File: src/rtl/spi_pkg.sv
// Shared definitions for the SPI transaction arbiter: FSM encoding, SPI modes,
// data width and a small sizing helper.
package spi_pkg;

  localparam int DATA_W = 8;

  typedef enum logic [2:0] {
    ST_IDLE  = 3'd0,
    ST_SETUP = 3'd1,
    ST_START = 3'd2,
    ST_WAIT  = 3'd3,
    ST_RESP  = 3'd4,
    ST_GAP   = 3'd5
  } state_e;

  // {polarity, phase}
  localparam logic [1:0] MODE0 = 2'b00;
  localparam logic [1:0] MODE1 = 2'b01;
  localparam logic [1:0] MODE2 = 2'b10;
  localparam logic [1:0] MODE3 = 2'b11;

  function automatic int max3(input int a, input int b, input int c);
    int m;
    m = (a > b) ? a : b;
    return (m > c) ? m : c;
  endfunction

endpackage

File: src/rtl/rr_arbiter.sv
// Combinational round-robin pick: the first set request at or above ptr,
// wrapping, wins. ptr is always below NUM_REQ, so wrap is a compare-and-subtract.
module rr_arbiter #(
  parameter int NUM_REQ = 2,
  localparam int IDX_W = $clog2(NUM_REQ)
) (
  input  logic [NUM_REQ-1:0] req,
  input  logic [IDX_W-1:0]   ptr,
  output logic [NUM_REQ-1:0] grant,
  output logic [IDX_W-1:0]   owner,
  output logic               any
);

  always_comb begin
    int idx;
    idx   = 0;
    owner = '0;
    any   = 1'b0;
    // Walk from the farthest offset down so the nearest requester is written last.
    for (int k = NUM_REQ - 1; k >= 0; k--) begin
      idx = int'(ptr) + k;
      if (idx >= NUM_REQ) idx = idx - NUM_REQ;
      if (req[idx]) begin
        owner = IDX_W'(idx);
        any   = 1'b1;
      end
    end
    grant = any ? (NUM_REQ'(1) << owner) : '0;
  end

endmodule

File: src/rtl/spi_txn_arbiter.sv
// Shares one SPI byte engine among NUM_REQ requesters: round-robin grant,
// CS setup, start/done handshake with timeout, response pulse and CS gap.
module spi_txn_arbiter
  import spi_pkg::*;
#(
  parameter int NUM_REQ     = 2,
  parameter int SETUP_CYC   = 2,
  parameter int GAP_CYC     = 4,
  parameter int TIMEOUT_CYC = 1024
) (
  input  logic                  clk,
  input  logic                  reset,
  input  logic [NUM_REQ-1:0]    req_valid,
  input  logic [8*NUM_REQ-1:0]  req_data,
  input  logic [2*NUM_REQ-1:0]  req_mode,
  output logic [NUM_REQ-1:0]    req_ready,
  output logic [NUM_REQ-1:0]    rsp_valid,
  output logic [7:0]            rsp_data,
  output logic                  rsp_err,
  output logic                  m_start,
  output logic [7:0]            m_data_wr,
  output logic                  m_polarity,
  output logic                  m_phase,
  input  logic                  m_done,
  input  logic [7:0]            m_data_rd,
  output logic [NUM_REQ-1:0]    cs_n,
  output logic                  busy,
  output logic [2:0]            state
);

  localparam int IDX_W   = $clog2(NUM_REQ);
  localparam int CNT_MAX = max3(SETUP_CYC, GAP_CYC, TIMEOUT_CYC);
  localparam int CNT_W   = (CNT_MAX > 1) ? $clog2(CNT_MAX) : 1;

  state_e               state_q, state_d;
  logic [CNT_W-1:0]     cnt_q, cnt_d, cnt_inc;
  logic [IDX_W-1:0]     owner_q, owner_d, rr_ptr_q, ptr_next, arb_owner;
  logic [NUM_REQ-1:0]   arb_grant, owner_oh_d;
  logic                 arb_any, cs_active_d;

  logic [NUM_REQ-1:0]   req_ready_q, rsp_valid_q, cs_n_q;
  logic [DATA_W-1:0]    rsp_data_q, m_data_wr_q;
  logic                 rsp_err_q, m_start_q, m_polarity_q, m_phase_q, busy_q;

  rr_arbiter #(.NUM_REQ(NUM_REQ)) u_arb (
    .req   (req_valid),
    .ptr   (rr_ptr_q),
    .grant (arb_grant),
    .owner (arb_owner),
    .any   (arb_any)
  );

  assign cnt_inc     = (cnt_q == {CNT_W{1'b1}}) ? cnt_q : cnt_q + CNT_W'(1);
  assign owner_d     = (state_q == ST_IDLE) ? arb_owner : owner_q;
  assign ptr_next    = (arb_owner == IDX_W'(NUM_REQ - 1)) ? '0 : arb_owner + IDX_W'(1);
  assign owner_oh_d  = NUM_REQ'(1) << owner_d;
  assign cs_active_d = (state_d == ST_SETUP) || (state_d == ST_START) ||
                       (state_d == ST_WAIT)  || (state_d == ST_RESP);

  always_comb begin
    state_d = state_q;
    cnt_d   = cnt_q;
    case (state_q)
      ST_IDLE:  if (arb_any) begin state_d = ST_SETUP; cnt_d = '0; end
      ST_SETUP: if (cnt_q == CNT_W'(SETUP_CYC - 1)) state_d = ST_START; else cnt_d = cnt_inc;
      ST_START: begin state_d = ST_WAIT; cnt_d = '0; end
      ST_WAIT:  if (m_done || cnt_q == CNT_W'(TIMEOUT_CYC - 1)) state_d = ST_RESP;
                else cnt_d = cnt_inc;
      ST_RESP:  begin state_d = ST_GAP; cnt_d = '0; end
      ST_GAP:   if (cnt_q == CNT_W'(GAP_CYC - 1)) state_d = ST_IDLE; else cnt_d = cnt_inc;
      default:  state_d = ST_IDLE;
    endcase
  end

  // Outputs are registered from the next state so they line up with state_q.
  always_ff @(posedge clk) begin
    if (reset) begin
      state_q      <= ST_IDLE;
      cnt_q        <= '0;
      owner_q      <= '0;
      rr_ptr_q     <= '0;
      req_ready_q  <= '0;
      rsp_valid_q  <= '0;
      rsp_data_q   <= '0;
      rsp_err_q    <= 1'b0;
      m_start_q    <= 1'b0;
      m_data_wr_q  <= '0;
      m_polarity_q <= 1'b0;
      m_phase_q    <= 1'b0;
      cs_n_q       <= '1;
      busy_q       <= 1'b0;
    end else begin
      state_q     <= state_d;
      cnt_q       <= cnt_d;
      owner_q     <= owner_d;
      req_ready_q <= '0;
      m_start_q   <= (state_d == ST_START);
      busy_q      <= (state_d != ST_IDLE);
      rsp_valid_q <= (state_d == ST_RESP) ? owner_oh_d : '0;
      cs_n_q      <= cs_active_d ? ~owner_oh_d : '1;
      if (state_q == ST_IDLE && arb_any) begin
        req_ready_q  <= arb_grant;
        rr_ptr_q     <= ptr_next;
        m_data_wr_q  <= req_data[DATA_W*int'(arb_owner) +: DATA_W];
        m_polarity_q <= req_mode[2*int'(arb_owner) + 1];
        m_phase_q    <= req_mode[2*int'(arb_owner)];
      end
      if (state_q == ST_WAIT && state_d == ST_RESP) begin
        rsp_data_q <= m_done ? m_data_rd : '0;
        rsp_err_q  <= ~m_done;
      end
    end
  end

  assign req_ready  = req_ready_q;
  assign rsp_valid  = rsp_valid_q;
  assign rsp_data   = rsp_data_q;
  assign rsp_err    = rsp_err_q;
  assign m_start    = m_start_q;
  assign m_data_wr  = m_data_wr_q;
  assign m_polarity = m_polarity_q;
  assign m_phase    = m_phase_q;
  assign cs_n       = cs_n_q;
  assign busy       = busy_q;
  assign state      = state_q;

endmodule

File: config.mk
export PLATFORM = sky130hd
export DESIGN_NAME = spi_txn_arbiter
export DESIGN_NICKNAME = d
export VERILOG_FILES = /design/src/rtl/spi_pkg.sv /design/src/rtl/rr_arbiter.sv /design/src/rtl/spi_txn_arbiter.sv
export SDC_FILE = /design/constraint.sdc
export NUM_CORES = 1
export LEC_CHECK = 0
export BUFFER_PORTS_ARGS = -buffer_cell sky130_fd_sc_hd__buf_4
export CORE_MARGIN = 4
export CORE_UTILIZATION = 35
export DETAILED_ROUTE_END_ITERATION = 6
export PLACE_DENSITY = 0.68
export SLEW_MARGIN = 20
export SYNTH_ARGS = -nofsm -noshare
export SYNTH_HDL_FRONTEND = slang
export SYNTH_SLANG_ARGS = --single-unit
File: constraint.sdc
create_clock -name clk -period 2.3 [get_ports clk]
set_clock_uncertainty 0.1 [all_clocks]
set_input_delay 0.23 -clock clk [delete_from_list [all_inputs] [get_ports clk]]
set_output_delay 0.23 -clock clk [all_outputs]
set_load 0.005 [all_outputs]
==> results list <==
- The run finished with clean final reports.
* Number of failing hold endpoints at the final stage: 0
* CTS H-tree lvls: 2
- For this run, the number of Yosys warnings is 0.
- Met3 Usage GRT: 4.56%
- Top library cells by usage in the layout, fill and taps aside: 69 x buf_4, 42 x dfxtp_1, 24 x nand2_1, 16 x nor2_1, 15 x a21oi_1
- Final Total Pwr: 0.00170 W
* Number of buffers between clock root and the deepest sink: 2
* I/O Buffers: 62
- Number of global-route vias before repair: 1,722
* Setup slack after placement: 186 ps
- Global routing finished with a remaining overflow of 0.
- Buffers inserted during clock tree synthesis total 5.
- Gate count of the mapped netlist: 217
* Crit path largest cell delay: 520 ps
* Drc violations: 0
* Wire length of the first global-routing pass: 7.91 mm
- The congestion estimate from routability-driven global placement came to 0.806.
- Critical Setup Path Class: flop to flop
- The die covers 6820 um^2.
* Number of antenna violations at the first check in global routing: 0
* Clock insertion delay at the later pin of the skew report: 300 ps
- Worst-margin pin slew: 377 ps
- Once detail routing completed, the nets flagged for antenna violations numbered 0.
- Max-slew headroom: 74.9%
- Post-DR wirelength/cell: 13.2 um
- Among all flip-flop cells after synthesis, the most frequent one is dfxtp_1.
* Arrival time at the worst endpoint: 2250 ps
- The die is 82.6 um tall.
* Fraction of layout cells with a size suffix above 1: 32.0%
- Count of distinct cell types in the synthesized netlist: 47
* Post-synth top area share: 43.2%
* Starting density of the core: 37.2%
* Core area: 5240 um^2
- 0 antenna diodes ended up in the layout.
* Busiest layer in global routing: met2
- Crit path max fanout: 14
* Fin. max-slew vios: 0
- Worst-case setup margin in the final layout: 170 ps
- Maximum resistive drop on vdd: 324 uV
- Number of nets in the final layout: 315
* Final min period: 2130 ps
- Entering global routing, the biggest net connects 36 pins.
- After synthesis, the mean cell area works out to 8.98 um^2.
- Setup repair after global routing left no endpoint under its margin.
- Endpoint type of the worst setup path: flop
- Cells along the critical path: inv_1 > ha_1 > mux2_4 > a31o_4 > or4_4 > a41oi_2
- Once the clock tree was built, the resizer swapped 0 gates to a different size.
* Leakage power of the design: 1.09 nW
- The final layout contains routed wiring with a total length of 4.65 mm.
- Clock-pin slew was measured on the worst setup and hold paths at 80 ps.
- Area growth from synthesis to final layout: 33.5%
- Post-CTS Setup Inserts: 0
- Tightest Hold Check Type: primary input to flop
- Startpoint Class: flop
- Number of flops mapped to enable cells by yosys: 0
- Power per standard cell area: 653 nW/um^2
* Data required time of the worst path: 2420 ps
* Total number of vias: 1,784
* Post-synthesis sequential element count: 42
- The slowest stage of the critical path is the or4_4 cell.
- Half-perimeter wire length after placement: 3.48 mm
- For this run, the register share of the synthesized area comes to 43.2%.
- In the post-synthesis netlist, the biggest area contributors are dfxtp_1 43%, mux2i_1 5.1%, nand2_1 4.6%.
- 63 I/O pins were placed.
* Final Setup Violations: 0
* Met1 GRT Util: 19.0%
- In the finished design, the share of the clock period the worst path needs comes to 92.6%.
- Cts-stage hold buffer count: 0
* Most common library cell in the layout ignoring fill and taps: buf_4
* CTS Root Cell: clkbuf_8
* TritonRoute pass-1 iters: 4
* GR Util All Layers: 14.9%
- For this design, the sink count on the clock tree is 42.
* Placement row count: 26
- After routing, the total negative slack on setup checks comes to 0 ps.
- Of all cell types, the one taking the most synthesized area is dfxtp_1.
* Area after detailed placement: 2490 um^2
- TritonCTS built the clock tree.
- Met2 GRT Util: 23.6%
- Derived from the worst setup path, the maximum achievable clock frequency is 470 MHz.
* Fraction of registers with async set/reset: 0%
- Width of the die: 82.6 um
- Number of vias per cell: 5.08
* Iteration-0 DRC Markers: 84
* Non-Filler Cell Area, Final: 2600 um^2
- The tool flagged a number of max-cap violations equal to 0.
* Post-synth design cell area: 1950 um^2
- Nets in the synthesized netlist: 252
[Yosys cell counts, types with 2 or more instances]
| library cell | n |
|---|---|
| nor3_1 | 7 |
| and2_1 | 2 |
| nor2_1 | 16 |
| o221a_1 | 5 |
| clkbuf_1 | 6 |
| inv_1 | 6 |
| o21ai_0 | 7 |
| dfxtp_1 | 42 |
| mux2i_1 | 10 |
| buf_1 | 2 |
| nand4_1 | 11 |
| a21oi_1 | 15 |
| ha_1 | 2 |
| and4_1 | 3 |
| nor2b_1 | 2 |
| nand3_1 | 7 |
| or3_4 | 2 |
| and3_1 | 3 |
| or4_1 | 3 |
| nor4_1 | 3 |
| nand2_1 | 24 |
| buf_2 | 4 |
| a211oi_1 | 10 |
| nand2b_1 | 2 |
[report_power, final]
part           switching, W  total [W]  internal, W  leakage [nW]
registers         0.0000241   0.000797     0.000772         0.343
logic              0.000166   0.000329     0.000163         0.691
clock network      0.000254   0.000573     0.000320        0.0579
[critical path: cells and delay by family (launching register included)]
kind	cells	cell delay (ps)
mux	1	280
flops	1	390
compound gates	2	500
fa+ha+maj	1	200
simple gates	1	520
buf+inv	1	60
[metrics by stage]
stage,hold WS (ps),instances,utilization [%]
6_report,121,351,49.7
5_1_grt,117,351,49.7
4_1_cts,107,351,49.7
3_5_place_dp,349,343,47.6
3_3_place_gp,341,343,47.6
2_1_floorplan,308,217,-
[cell families after synthesis]
kind of cell	after synthesis	synth area share, %
muxes	11	5.91
adders and majority gates	2	1.28
and+or+nand+nor	93	26.2
AOI/OAI and AO/OA	50	19.1
buffers and inverters	19	4.30
DFF	42	43.2
[flip-flops by register name, summed over array words and instances (netlist names), 2 cells and up]
register and cells:
m_data_wr 8, cs_n 2, req_ready 2, rsp_data 8
cnt_q 10, rsp_valid 2, state 3
[final cells by class]
type                       count  area, um^2
tap                           70        87.6
timing repair buffer          69         518
fill                         513        2640
sequential                    42         841
clock inverter                 3        40.0
multi-input combinational    156        1020
clock buffer                   5        68.8
inverter                       6        22.5
[per-layer routing]
layer	part of all wire, %	wire [um]	vias to the layer above
met2	46	2150	40
met5	0	0	-
li1	-	-	933
met4	1.4	66	0
met3	5.8	271	8
met1	46	2150	803
[path summary, 6_finish.rpt]
check	cells after the start	slack, ps	endpoint	start
worst min-delay path	3	120	rsp_data[2]	m_data_rd[2]
worst max register to register	6	170	cnt_q[9]	cnt_q[1]
worst max-delay path	6	170	cnt_q[9]	cnt_q[1]
worst min register to register	2	360	rsp_data[6]	rsp_data[6]
Note: power is estimated with default switching activity, not from simulation.
